### src/rtl/writeback_unit_pkg.sv
// Shared types for the writeback unit: result bus, register index and queue entry.
package writeback_unit_pkg;

    typedef logic [31:0] bus_t;
    typedef logic [4:0]  reg_idx_t;

    typedef struct packed {
        reg_idx_t rd;
        bus_t     data;
    } wb_entry_t;

    typedef enum logic {
        SRC_ALU = 1'b0,
        SRC_LSU = 1'b1
    } src_t;

    function automatic logic [31:0] rd_onehot(input reg_idx_t rd);
        return 32'b1 << rd;
    endfunction

endpackage

### src/rtl/writeback_unit_if.sv
// Producer handshakes, register-file write port and pending mask of the writeback unit.
interface writeback_unit_if;
    import writeback_unit_pkg::*;

    logic        alu_valid;
    logic        alu_ready;
    reg_idx_t    alu_rd;
    bus_t        alu_data;
    logic        lsu_valid;
    logic        lsu_ready;
    reg_idx_t    lsu_rd;
    bus_t        lsu_data;
    logic        rf_enable;
    logic [5:0]  rf_write_addr;
    bus_t        rf_data;
    logic [31:0] pending;

    modport slave (
        input  alu_valid, alu_rd, alu_data, lsu_valid, lsu_rd, lsu_data,
        output alu_ready, lsu_ready, rf_enable, rf_write_addr, rf_data, pending
    );

    modport master (
        output alu_valid, alu_rd, alu_data, lsu_valid, lsu_rd, lsu_data,
        input  alu_ready, lsu_ready, rf_enable, rf_write_addr, rf_data, pending
    );

endinterface

### src/rtl/writeback_unit_queue.sv
// Per-producer result FIFO; every slot is exported with a valid bit for the pending decode.
module wb_queue
    import writeback_unit_pkg::*;
#(
    parameter int QDEPTH = 2
) (
    input  logic                            clk,
    input  logic                            reset,
    input  logic                            push,
    input  wb_entry_t                       push_entry,
    input  logic                            pop,
    output wb_entry_t                       head,
    output logic                            full,
    output logic                            empty,
    output logic [$clog2(QDEPTH):0]         count,
    output wb_entry_t [QDEPTH-1:0]          entries,
    output logic [QDEPTH-1:0]               entry_valid
);

    localparam int PW = $clog2(QDEPTH);
    localparam int CW = PW + 1;

    logic [PW-1:0]         rd_ptr;
    logic [PW-1:0]         wr_ptr;
    wb_entry_t [QDEPTH-1:0] mem;

    always_ff @(posedge clk) begin
        if (reset) begin
            rd_ptr <= '0;
            wr_ptr <= '0;
            count  <= '0;
        end else begin
            if (push) wr_ptr <= wr_ptr + 1'b1;
            if (pop)  rd_ptr <= rd_ptr + 1'b1;
            case ({push, pop})
                2'b10:   count <= count + 1'b1;
                2'b01:   count <= count - 1'b1;
                default: count <= count;
            endcase
        end
    end

    // Storage needs no reset: slots are only observed through entry_valid.
    always_ff @(posedge clk) begin
        if (push) mem[wr_ptr] <= push_entry;
    end

    assign full    = (count == CW'(QDEPTH));
    assign empty   = (count == '0);
    assign head    = mem[rd_ptr];
    assign entries = mem;

    always_comb begin
        logic [PW-1:0] off;
        entry_valid = '0;
        off         = '0;
        for (int i = 0; i < QDEPTH; i++) begin
            off            = PW'(i) - rd_ptr;
            entry_valid[i] = (CW'(off) < count);
        end
    end

endmodule

### src/rtl/writeback_unit.sv
// Round-robin merge of ALU and LSU results onto the single register-file write port,
// with a registered write stage and a mask of registers that still have writes in flight.
module writeback_unit
    import writeback_unit_pkg::*;
#(
    parameter int QDEPTH = 2
) (
    input  logic             clk,
    input  logic             reset,
    writeback_unit_if.slave  bus
);

    localparam int CW = $clog2(QDEPTH) + 1;

    wb_entry_t             alu_head, lsu_head, win_entry;
    wb_entry_t [QDEPTH-1:0] alu_entries, lsu_entries;
    logic [QDEPTH-1:0]     alu_ev, lsu_ev;
    logic [CW-1:0]         alu_count, lsu_count;
    logic                  alu_full, lsu_full, alu_empty, lsu_empty;
    logic                  alu_push, lsu_push;
    logic                  grant_alu, grant_lsu;
    src_t                  last_grant, last_grant_nxt;

    logic                  rf_enable_q;
    reg_idx_t              rf_rd_q;
    bus_t                  rf_data_q;
    logic [31:0]           pending_c;

    // rd == 0 completes the handshake but is dropped here.
    assign alu_push = bus.alu_valid && !alu_full && (bus.alu_rd != '0);
    assign lsu_push = bus.lsu_valid && !lsu_full && (bus.lsu_rd != '0);

    assign bus.alu_ready = (alu_count < CW'(QDEPTH));
    assign bus.lsu_ready = (lsu_count < CW'(QDEPTH));

    wb_queue #(.QDEPTH(QDEPTH)) u_alu_q (
        .clk         (clk),
        .reset       (reset),
        .push        (alu_push),
        .push_entry  ('{rd: bus.alu_rd, data: bus.alu_data}),
        .pop         (grant_alu),
        .head        (alu_head),
        .full        (alu_full),
        .empty       (alu_empty),
        .count       (alu_count),
        .entries     (alu_entries),
        .entry_valid (alu_ev)
    );

    wb_queue #(.QDEPTH(QDEPTH)) u_lsu_q (
        .clk         (clk),
        .reset       (reset),
        .push        (lsu_push),
        .push_entry  ('{rd: bus.lsu_rd, data: bus.lsu_data}),
        .pop         (grant_lsu),
        .head        (lsu_head),
        .full        (lsu_full),
        .empty       (lsu_empty),
        .count       (lsu_count),
        .entries     (lsu_entries),
        .entry_valid (lsu_ev)
    );

    always_comb begin
        grant_alu      = 1'b0;
        grant_lsu      = 1'b0;
        last_grant_nxt = last_grant;
        if (!alu_empty && (lsu_empty || last_grant == SRC_LSU)) begin
            grant_alu      = 1'b1;
            last_grant_nxt = SRC_ALU;
        end else if (!lsu_empty) begin
            grant_lsu      = 1'b1;
            last_grant_nxt = SRC_LSU;
        end
    end

    assign win_entry = grant_alu ? alu_head : lsu_head;

    always_ff @(posedge clk) begin
        if (reset) begin
            last_grant  <= SRC_LSU;
            rf_enable_q <= 1'b0;
            rf_rd_q     <= '0;
            rf_data_q   <= '0;
        end else begin
            last_grant  <= last_grant_nxt;
            rf_enable_q <= grant_alu || grant_lsu;
            if (grant_alu || grant_lsu) begin
                rf_rd_q   <= win_entry.rd;
                rf_data_q <= win_entry.data;
            end
        end
    end

    assign bus.rf_enable     = rf_enable_q;
    assign bus.rf_write_addr = {1'b0, rf_rd_q};
    assign bus.rf_data       = rf_data_q;

    always_comb begin
        pending_c = '0;
        for (int i = 0; i < QDEPTH; i++) begin
            if (alu_ev[i]) pending_c |= rd_onehot(alu_entries[i].rd);
            if (lsu_ev[i]) pending_c |= rd_onehot(lsu_entries[i].rd);
        end
        if (rf_enable_q) pending_c |= rd_onehot(rf_rd_q);
        pending_c[0] = 1'b0;
    end

    assign bus.pending = pending_c;

endmodule
### src/flat_wrapper.sv
// flat-port wrapper written by rule: the top's interface ports become plain ports
module writeback_unit_flat import writeback_unit_pkg::*;
#(
    parameter int QDEPTH = 2
)
  (clk, reset, bus_alu_valid, bus_alu_rd, bus_alu_data, bus_lsu_valid, bus_lsu_rd, bus_lsu_data, bus_alu_ready, bus_lsu_ready, bus_rf_enable, bus_rf_write_addr, bus_rf_data, bus_pending);
  writeback_unit_if bus_i ();
  input  logic clk;
  input  logic reset;
  input wire logic [$bits(bus_i.alu_valid)-1:0] bus_alu_valid;
  input wire logic [$bits(bus_i.alu_rd)-1:0] bus_alu_rd;
  input wire logic [$bits(bus_i.alu_data)-1:0] bus_alu_data;
  input wire logic [$bits(bus_i.lsu_valid)-1:0] bus_lsu_valid;
  input wire logic [$bits(bus_i.lsu_rd)-1:0] bus_lsu_rd;
  input wire logic [$bits(bus_i.lsu_data)-1:0] bus_lsu_data;
  output wire logic [$bits(bus_i.alu_ready)-1:0] bus_alu_ready;
  output wire logic [$bits(bus_i.lsu_ready)-1:0] bus_lsu_ready;
  output wire logic [$bits(bus_i.rf_enable)-1:0] bus_rf_enable;
  output wire logic [$bits(bus_i.rf_write_addr)-1:0] bus_rf_write_addr;
  output wire logic [$bits(bus_i.rf_data)-1:0] bus_rf_data;
  output wire logic [$bits(bus_i.pending)-1:0] bus_pending;
  assign bus_i.alu_valid = bus_alu_valid;
  assign bus_i.alu_rd = bus_alu_rd;
  assign bus_i.alu_data = bus_alu_data;
  assign bus_i.lsu_valid = bus_lsu_valid;
  assign bus_i.lsu_rd = bus_lsu_rd;
  assign bus_i.lsu_data = bus_lsu_data;
  assign bus_alu_ready = bus_i.alu_ready;
  assign bus_lsu_ready = bus_i.lsu_ready;
  assign bus_rf_enable = bus_i.rf_enable;
  assign bus_rf_write_addr = bus_i.rf_write_addr;
  assign bus_rf_data = bus_i.rf_data;
  assign bus_pending = bus_i.pending;
  writeback_unit #(.QDEPTH(QDEPTH)) u_core (.clk(clk), .reset(reset), .bus(bus_i));
endmodule
### config.mk
export PLATFORM = sky130hd
export DESIGN_NAME = writeback_unit_flat
export DESIGN_NICKNAME = d
export VERILOG_FILES = /design/src/rtl/writeback_unit_pkg.sv /design/src/rtl/writeback_unit_if.sv /design/src/rtl/writeback_unit_queue.sv /design/src/rtl/writeback_unit.sv /design/src/flat_wrapper.sv
export SDC_FILE = /design/constraint.sdc
export NUM_CORES = 1
export LEC_CHECK = 0
export ABC_AREA = 1
export CAP_MARGIN = 20
export CORE_MARGIN = 2
export CORE_UTILIZATION = 43
export CTS_BUF_LIST = sky130_fd_sc_hd__clkbuf_8
export DETAILED_ROUTE_END_ITERATION = 12
export PLACE_DENSITY_LB_ADDON = 0.1
export SETUP_SLACK_MARGIN = 0.4
export SLEW_MARGIN = 15
export SYNTH_ARGS = -nofsm -noshare
export SYNTH_HDL_FRONTEND = slang
export SYNTH_HIERARCHICAL = 1
export SYNTH_SLANG_ARGS = --single-unit
### constraint.sdc
create_clock -name clk -period 5.9 [get_ports clk]
set_input_delay 1.475 -clock clk [delete_from_list [all_inputs] [get_ports clk]]
set_output_delay 1.475 -clock clk [all_outputs]
set_load 0.02 [all_outputs]
# After elaboration in Yosys (flattened, before gate mapping)
# Index checks and enable logic that the tools add are counted.
# word_totals
register_bits	195
out_inout_bits	73
elab_cells	99
# classes
addsub	12
n_lt_le_gt_ge	12
n_eq_ne	7
n_shift	5
n_mux	23
bitwise_logic	4
reduce_logical	18
# op_table
cell	count
37-bit 2-to-1 mux	7
32-bit 2-to-1 mux	5
1-bit by 5-bit left shift with 32-bit output, first input constant	5
74-bit bitwise mux	2
32-bit bitwise OR	4
37-bit demux with 1-bit select	2
5-bit nonzero test	2
2-bit equality test, second input constant	4
1-bit by 2-bit < comparator with 1-bit output	4
1-bit by 2-bit < comparator with 1-bit output, second input constant	4
2-bit case mux with 2 select lines	2
1-bit logical AND	7
1-bit 2-to-1 mux	5
1-bit adder, second input constant	4
2-bit by 1-bit adder with 2-bit output, second input constant	2
2-bit by 1-bit equality test with 1-bit output, second input constant	2
2-bit zero test	2
2-bit < comparator, second input constant	2
2-bit nonzero test	2
1-bit subtractor, first input constant	4
2-bit by 1-bit subtractor with 2-bit output, second input constant	2
1-bit zero test	3
1-bit greater-or-equal comparator, second input constant	2
1-bit logical OR	2
2-bit != test, second input constant	1

# Depth between registers and ports, before layout
# Gate-level depths: netlist of run 1.
# depth
depth_word	11
depth_mapped	13

# Modules after synthesis
# The synthesis of run 1 kept the hierarchy.
# by_module_without_submodules
module	n_inst	cells_each	area_per_inst_um2	seq_area_each_um2
wb_queue	2	227	2910.3	2302.2
writeback_unit	1	659	3494.6	780.7

# Least setup slack after synthesis of run 1
# OpenSTA, ideal clock, no wires.
# synth_timing
path_kind	input -> register
startpoint	input bus_alu_rd[3]
endpoint	register u_core.u_alu_q.mem, in the netlist u_core/u_alu_q/entries[0], enable pin
setup_ps	432
arrival_ps	3322
path_slack_ps	2147
path_stages	6
path_cell_list	nor3_1 -> nand2_1 -> nand3b_1 -> inv_1 -> inv_1 -> nor2_1
# synth_via
elab_chain_len	2
# synth_rtl
element	line	text
from (decl)	flat_wrapper.sv:11	input wire logic [$bits(bus_i.alu_rd)-1:0] bus_alu_rd;
5-bit nonzero test	writeback_unit.sv:30	assign alu_push = bus.alu_valid && !alu_full && (bus.alu_rd != '0);
1-bit logical AND	writeback_unit.sv:30	
named net u_core.alu_push	writeback_unit.sv:20	logic alu_push, lsu_push;
to (signal, indexed assignment)	writeback_unit_queue.sv:45	if (push) mem[wr_ptr] <= push_entry;
to (decl)	writeback_unit_queue.sv:25	wb_entry_t [QDEPTH-1:0] mem;
# The timed path passes the listed nets, and every way through them passes these cells.
# A chain may end at the register's enable or synchronous reset.

# Final worst setup path of run 1
# layout_timing
startpoint	register u_core.u_lsu_q.rd_ptr
endpoint	output bus_pending[23]
# layout_via
elab_cells_between_ends	11
classes_between	add/sub: 2; order compare: 2; mux: 4; bitwise: 3
# layout_lines
element	line	text
from (decl)	writeback_unit_queue.sv:23	logic [PW-1:0] rd_ptr;
from (signal assigned)	writeback_unit_queue.sv:34	if (pop) rd_ptr <= rd_ptr + 1'b1;
1-bit subtractor (*)	writeback_unit_queue.sv:58	off = PW'(i) - rd_ptr;
1-bit by 2-bit < comparator with 1-bit output (*)	writeback_unit_queue.sv:59	entry_valid[i] = (CW'(off) < count);
named net u_core.lsu_ev[1]	writeback_unit.sv:17	logic [QDEPTH-1:0] alu_ev, lsu_ev;
32-bit 2-to-1 mux (*)	writeback_unit.sv:103	if (lsu_ev[i]) pending_c |= rd_onehot(lsu_entries[i].rd);
32-bit bitwise OR	writeback_unit.sv:105	if (rf_enable_q) pending_c |= rd_onehot(rf_rd_q);
32-bit 2-to-1 mux (*)	writeback_unit.sv:105	
to (decl)	flat_wrapper.sv:21	output wire logic [$bits(bus_i.pending)-1:0] bus_pending;
# Mark *: on every way through the listed nets, which the timed path passes. The rest lies on a longest branch.

==> results of run 1 <==
==> synth_stat cells (all sizes together) <==
cell type,count,area [µm²]
a21oi,10,50.1
clkinv,2,7.51
dfxtp,47,941
o211ai,1,7.51
edfxtp,148,4440
buf,39,243
nand2,393,1490
o21ai,82,410
nor2,170,661
conb,1,3.75
o21a,1,7.51
ha,2,25.0
nand4,21,131
inv,95,357
clkbuf,4,17.5
nor3,22,120
and2,1,6.26
xnor2,2,17.5
nand3,67,335
nand3b,5,37.5
==> cells by family after synthesis <==
group	count (synthesis)	share of synthesized area (%)
AND/OR/NAND/NOR	679	29.9
flip-flops	195	57.8
buffers and inverters	140	6.70
AO/OA/AOI/OAI	94	5.10
XOR/XNOR	2	0.188
adder cells (fa/ha/maj)	2	0.269
other	1	0.0403
==> where the power goes <==
part | total [mW] | switching (mW) | internal (mW)
registers | 1.91 | 0.161 | 1.74
clock network | 0.905 | 0.508 | 0.398
logic | 1.73 | 1.17 | 0.563
total | 4.54 | 1.84 | 2.71
==> sequential cells by signal, summed over array words and instances (netlist names) <==
name	flops
u_core/bus.rf_data	32
u_core/bus.rf_enable	1
u_core/last_grant	1
u_core/rf_rd_q	5
u_core/u_alu_q/count	2
u_core/u_alu_q/entries	74
u_core/u_alu_q/rd_ptr	1
u_core/u_alu_q/wr_ptr	1
u_core/u_lsu_q/count	2
u_core/u_lsu_q/entries	74
u_core/u_lsu_q/rd_ptr	1
u_core/u_lsu_q/wr_ptr	1
==> worst reg2reg max path, cell delays in order (launching register included) <==
cell and delay [ns]:
dfxtp_1 0.36, nor2_1 0.31, inv_2 0.06, nand2_2 0.10
nand2_4 0.30, inv_2 0.51, nor2_1 0.15, ha_1 0.32
inv_1 0.07, nand2_1 0.05, nor2_1 0.08, nor2_1 0.04
nor2_1 0.08
==> metrics by stage <==
step | power, mW | area, µm²
after detailed placement | 3.68 | 11000
after global placement | 3.66 | 10900
after CTS | 4.58 | 11400
final | 4.54 | 11400
after floorplan | 3.01 | 9320
after global routing | 4.85 | 11400
==> how the worst max path moves through the flow <==
stage,start,endpoint,slack (ns),depth (start not counted)
2_1_floorplan,bus_alu_rd[3],u_core/u_alu_q/entries[0],2.15,6
3_3_place_gp,u_core/u_lsu_q/rd_ptr,bus_pending[23],1.77,9
3_5_place_dp,u_core/u_lsu_q/rd_ptr,bus_pending[23],1.77,9
4_1_cts,u_core/u_lsu_q/rd_ptr,bus_pending[23],1.25,9
5_1_grt,u_core/u_lsu_q/rd_ptr,bus_pending[23],1.03,9
6_report,u_core/u_lsu_q/rd_ptr,bus_pending[23],1.24,9
==> layer usage <==
layer / vias up / share of wire [%]
met2: 279 / 50
li1: 3874 / -
met4: 2 / 4.7
met1: 3616 / 40
met3: 58 / 5.6
met5: - / 0.048
==> cell type report <==
cell class | count | area (µm²) | area share (%)
flip-flops and latches | 195 | 5390 | 47.3
multi-input cells | 779 | 3320 | 29.2
inverters | 97 | 364 | 3.20
repair buffers | 154 | 1550 | 13.6
well taps | 275 | 344 | 3.02
clock buffers | 17 | 234 | 2.05
clock inverters | 15 | 191 | 1.68
==> flow_summary.json, run 1 <==
{
  "grtUsageMet3_pct": 4.25,
  "place_inst": 1500,
  "critPathBufInv": 2,
  "cts_tree": "done",
  "setup_viol": 0,
  "gp_congestion": 1.03,
  "wl_per_cell_um": 17.6,
  "final_cell_mix": "nand2_1, nor2_1, clkdlybuf4s50_1, edfxtp_1, inv_1",
  "post_cts_buffers": 0,
  "r2r_slack_ns": 3.41,
  "cp_top_family": "buffers and inverters",
  "cts.path.max_buffers": 2,
  "syn_inst": 1113,
  "ant_nets": 0,
  "drt_iter0_markers": 634,
  "drt-total-wl_um": 27000,
  "crit_path_end_kind": "output port",
  "status": "finished, final reports clean",
  "grt_max_degree": 56,
  "utilization_pct": 53.8,
  "path_max_fanout": 38,
  "io_buffers": 148,
  "max_freq_mhz": 214,
  "cts-resized-gates": 0,
  "min_from": "u_core/bus.rf_data[30]",
  "clkLatencyLatePin_ns": 0.47,
  "grt_pass1_wl_um": 40700,
  "critPathLaunchType": "flip-flop",
  "min_to": "u_core/bus.rf_data[30]",
  "worst_slew_pin_slew_ns": 1.03,
  "ys_types": 30,
  "syn_avg_cell_area_um2": 8.37,
  "seq_area_frac_synth_pct": 57.8,
  "maxSlewHeadroom_pct": 31.5,
  "root_buffer": "clkbuf_8",
  "hp-class": "reg -> reg",
  "min_path_cells": 2,
  "syn_to_final_growth_pct": 22.3,
  "pin_count": 151,
  "holdWs_ns": 0.465,
  "arrival_ns": 3.19,
  "max_stage_delay_ns": 0.62,
  "hold_buffers": 0,
  "p_per_area_mw_per_mm2": 399,
  "place_ws_ns": 1.77,
  "numCtsBuffers": 17,
  "crit_top_cell": "nand2_1",
  "grt_usage_pct": 24.3,
  "crit_path_top_delay_cell": "clkdlybuf4s50_1",
  "cp_cell_sequence": "inv_2 -> o21ai_0 -> nand2_1 -> nor2_2 -> nand2_1 -> o21ai_1 -> nor2_1 -> nand2_1 -> clkdlybuf4s50_1",
  "dieArea_mm2": 0.0229,
  "final_nets": 1324,
  "clk_pin_slew_worst_paths_ns": 0.11,
  "firstDrtPassIters": 5,
  "overflow": 0,
  "worstRegToRegCells": 12,
  "diodes": 0,
  "synth-seq-cells": 195,
  "critPathRequiredTime_ns": 4.43,
  "p_leak_nw": 4.65,
  "drive_gt1_share_pct": 4.46,
  "fin_ws_ns": 1.24,
  "rsz0062_at_grt": "no",
  "r2r_end": "u_core/u_lsu_q/count[1]",
  "placementRows": 53,
  "die_w_um": 151,
  "yosysWarnings": 6,
  "fin_cells": 1532,
  "drv_cap": 0,
  "final_hold_viol_count": 0,
  "core-area_mm2": 0.0212,
  "drc": 0,
  "vias_per_cell": 5.11,
  "met1_usage_pct": 29.7,
  "slew_violations": 0,
  "fill_cells": 2022,
  "cts.sinks": 195,
  "min_period_ns": 4.66,
  "r2r-start": "u_core/u_lsu_q/count[1]",
  "finClkSkew_ns": 0.0223,
  "layout_commonest_cell": "nand2_1",
  "peakVddDrop_uv": 207,
  "start_util_pct": 44.0,
  "grt_util_met2_pct": 41.4,
  "grt_busiest_layer": "met2",
  "die_y_um": 151,
  "tns_ns": 0,
  "worstSetupPathType": "reg -> out",
  "vias": 7829,
  "hpwlAfterDp_um": 19900,
  "synth.cell_area_mm2": 0.00932,
  "grt_pass1_vias": 7223,
  "htree_levels": 4,
  "fin_crit_sh_pct": 79.0,
  "antenna_found_initial": 1
}
No activity file was read; power rests on OpenSTA's default activity.
==> run 2, diff against run 1 <==
clock period = 4.9 ns   (was 5.9 ns; I/O delays follow)
==> run 2 against run 1 <==
  * Critical path type unchanged
  * Clock power grew 20%
  * Highest routed layer unchanged
  * Sequential share of layout area barely moved
  * Power is 21% higher
  * Die area unchanged
==> flow_summary.json, run 2 (same netlist as run 1, synthesis figures left out) <==
{
  "root_buffer": "clkbuf_8",
  "critPathBufInv": 3,
  "cp-endpoint": "bus_pending[18]",
  "maxSlewHeadroom_pct": 31.5,
  "syn_to_final_growth_pct": 22.4,
  "numCtsBuffers": 17,
  "clkLatencyLatePin_ns": 0.47,
  "hp-class": "reg -> reg",
  "die_y_um": 151,
  "slew_violations": 0,
  "vias_per_cell": 5.10,
  "hold_buffers": 0,
  "grt_max_degree": 56,
  "core-area_mm2": 0.0212,
  "wl_per_cell_um": 18.4,
  "start_util_pct": 44.0,
  "crit_path_end_kind": "output port",
  "setup_viol": 0,
  "vias": 7823,
  "finClkSkew_ns": 0.0172,
  "p_leak_nw": 4.67,
  "r2r_slack_ns": 2.38,
  "max_freq_mhz": 238,
  "crit_path_top_delay_cell": "clkdlybuf4s50_1",
  "min_period_ns": 4.20,
  "post_cts_buffers": 0,
  "pin_count": 151,
  "fin_crit_sh_pct": 85.8,
  "layout_commonest_cell": "nand2_1",
  "gp_congestion": 0.971,
  "drt_iter0_markers": 581,
  "io_buffers": 148,
  "diodes": 0,
  "worstSetupPathType": "reg -> out",
  "multi_input_area_mm2": 0.00332,
  "cp_num_cells": 9,
  "r2r_end": "u_core/u_lsu_q/count[1]",
  "cp_top_family": "simple AND/OR/NAND/NOR gates",
  "cts.path.max_buffers": 2,
  "antenna_found_initial": 1,
  "clk_pin_slew_worst_paths_ns": 0.10,
  "grt_pass1_vias": 7441,
  "overflow": 0,
  "cp_cell_sequence": "inv_2 -> o21ai_0 -> nand2_1 -> nor2_2 -> inv_1 -> nor2_1 -> nor2_1 -> nand3_1 -> clkdlybuf4s50_1",
  "status": "finished, final reports clean",
  "arrival_ns": 2.98,
  "firstDrtPassIters": 7,
  "worstRegToRegCells": 12,
  "grt_usage_pct": 25.2,
  "final_nets": 1327,
  "fill_cells": 2026,
  "final_cell_mix": "nand2_1, nor2_1, clkdlybuf4s50_1, edfxtp_1, inv_1",
  "dieArea_mm2": 0.0229,
  "p_per_area_mw_per_mm2": 481,
  "drive_gt1_share_pct": 4.76,
  "final_hold_viol_count": 0,
  "placementRows": 53,
  "critPathRequiredTime_ns": 3.67,
  "drc": 0,
  "drt-total-wl_um": 28200,
  "final-seq-area_mm2": 0.00539,
  "cts_tree": "done",
  "grt_pass1_wl_um": 41800,
  "startpoint": "u_core/u_lsu_q/rd_ptr",
  "die_w_um": 151,
  "worst_slew_pin_slew_ns": 1.03,
  "cts-resized-gates": 0,
  "max_stage_delay_ns": 0.60,
  "path_max_fanout": 8,
  "holdWs_ns": 0.465,
  "rsz0062_at_grt": "no",
  "tns_ns": 0,
  "hpwlAfterDp_um": 21400,
  "htree_levels": 4,
  "crit_top_cell": "nor2_1",
  "ant_nets": 0,
  "drv_cap": 0,
  "cts.sinks": 195,
  "critPathLaunchType": "flip-flop",
  "peakVddDrop_uv": 348,
  "r2r-start": "u_core/u_lsu_q/count[1]"
}
==> run 2: cell types whose count changed in the layout (fill, tap and decap cells not counted) <==
| cell | delta |
|---|---|
| buf_16 | -1 |
| buf_4 | +4 |
| bufinv_16 | -2 |
| clkbuf_8 | +1 |
| clkinv_4 | -1 |
| clkinv_8 | +1 |
| clkinvlp_4 | -2 |
| inv_1 | -1 |
| inv_12 | +4 |
==> run 2: routing by layer <==
metal / global-route usage [%] / vias up / wire [µm]
met2: 45.3 / 253 / 14500
met4: 14.7 / 2 / 1630
li1: - / 3888 / -
met5: 0 / - / 13
met3: 4.37 / 65 / 1270
met1: 28.0 / 3615 / 10800
==> run 2: area by class of cell <==
cell class / instances / share of cell area [%]
Timing Repair Buffer: 157 / 13.6
Clock buffer: 18 / 2.17
Sequential cell: 195 / 47.2
Inverter: 97 / 3.19
Tap cell: 275 / 3.02
Clock inverter: 14 / 1.62
Multi-Input combinational cell: 779 / 29.2
==> run 2: tightest hold or removal path, stage by stage, from the launching register on <==
cell	delay (ns)
dfxtp_1	0.32
nand2_1	0.06
o21ai_1	0.05
==> run 2: worst min path at each step <==
stage,startpoint,endpoint,slack (ns),cells after the start
floorplan,u_core/last_grant,u_core/last_grant,0.49,2
global placement,u_core/bus.rf_data[23],u_core/bus.rf_data[23],0.44,2
detailed placement,u_core/bus.rf_data[25],u_core/bus.rf_data[25],0.45,2
CTS,u_core/bus.rf_data[27],u_core/bus.rf_data[27],0.47,2
global route,u_core/bus.rf_data[2],u_core/bus.rf_data[2],0.49,2
finish,u_core/bus.rf_data[27],u_core/bus.rf_data[27],0.47,2
==> run 2: where the power goes <==
group / switching (mW) / internal, mW
Combinational: 1.40 / 0.677
Clock: 0.668 / 0.422
Sequential: 0.212 / 2.10
Total: 2.28 / 3.20
==> run 2: per-stage QoR <==
stage	setup slack [ns]	power (mW)	std cells	util, %	area [µm²]
floorplan	1.40	3.63	1114	-	9320
global placement	1.09	4.43	1503	51.8	11000
detailed placement	1.17	4.44	1503	51.8	11000
CTS	0.634	5.53	1535	53.9	11400
global route	0.451	5.81	1535	53.9	11400
finish	0.697	5.48	1535	53.9	11400
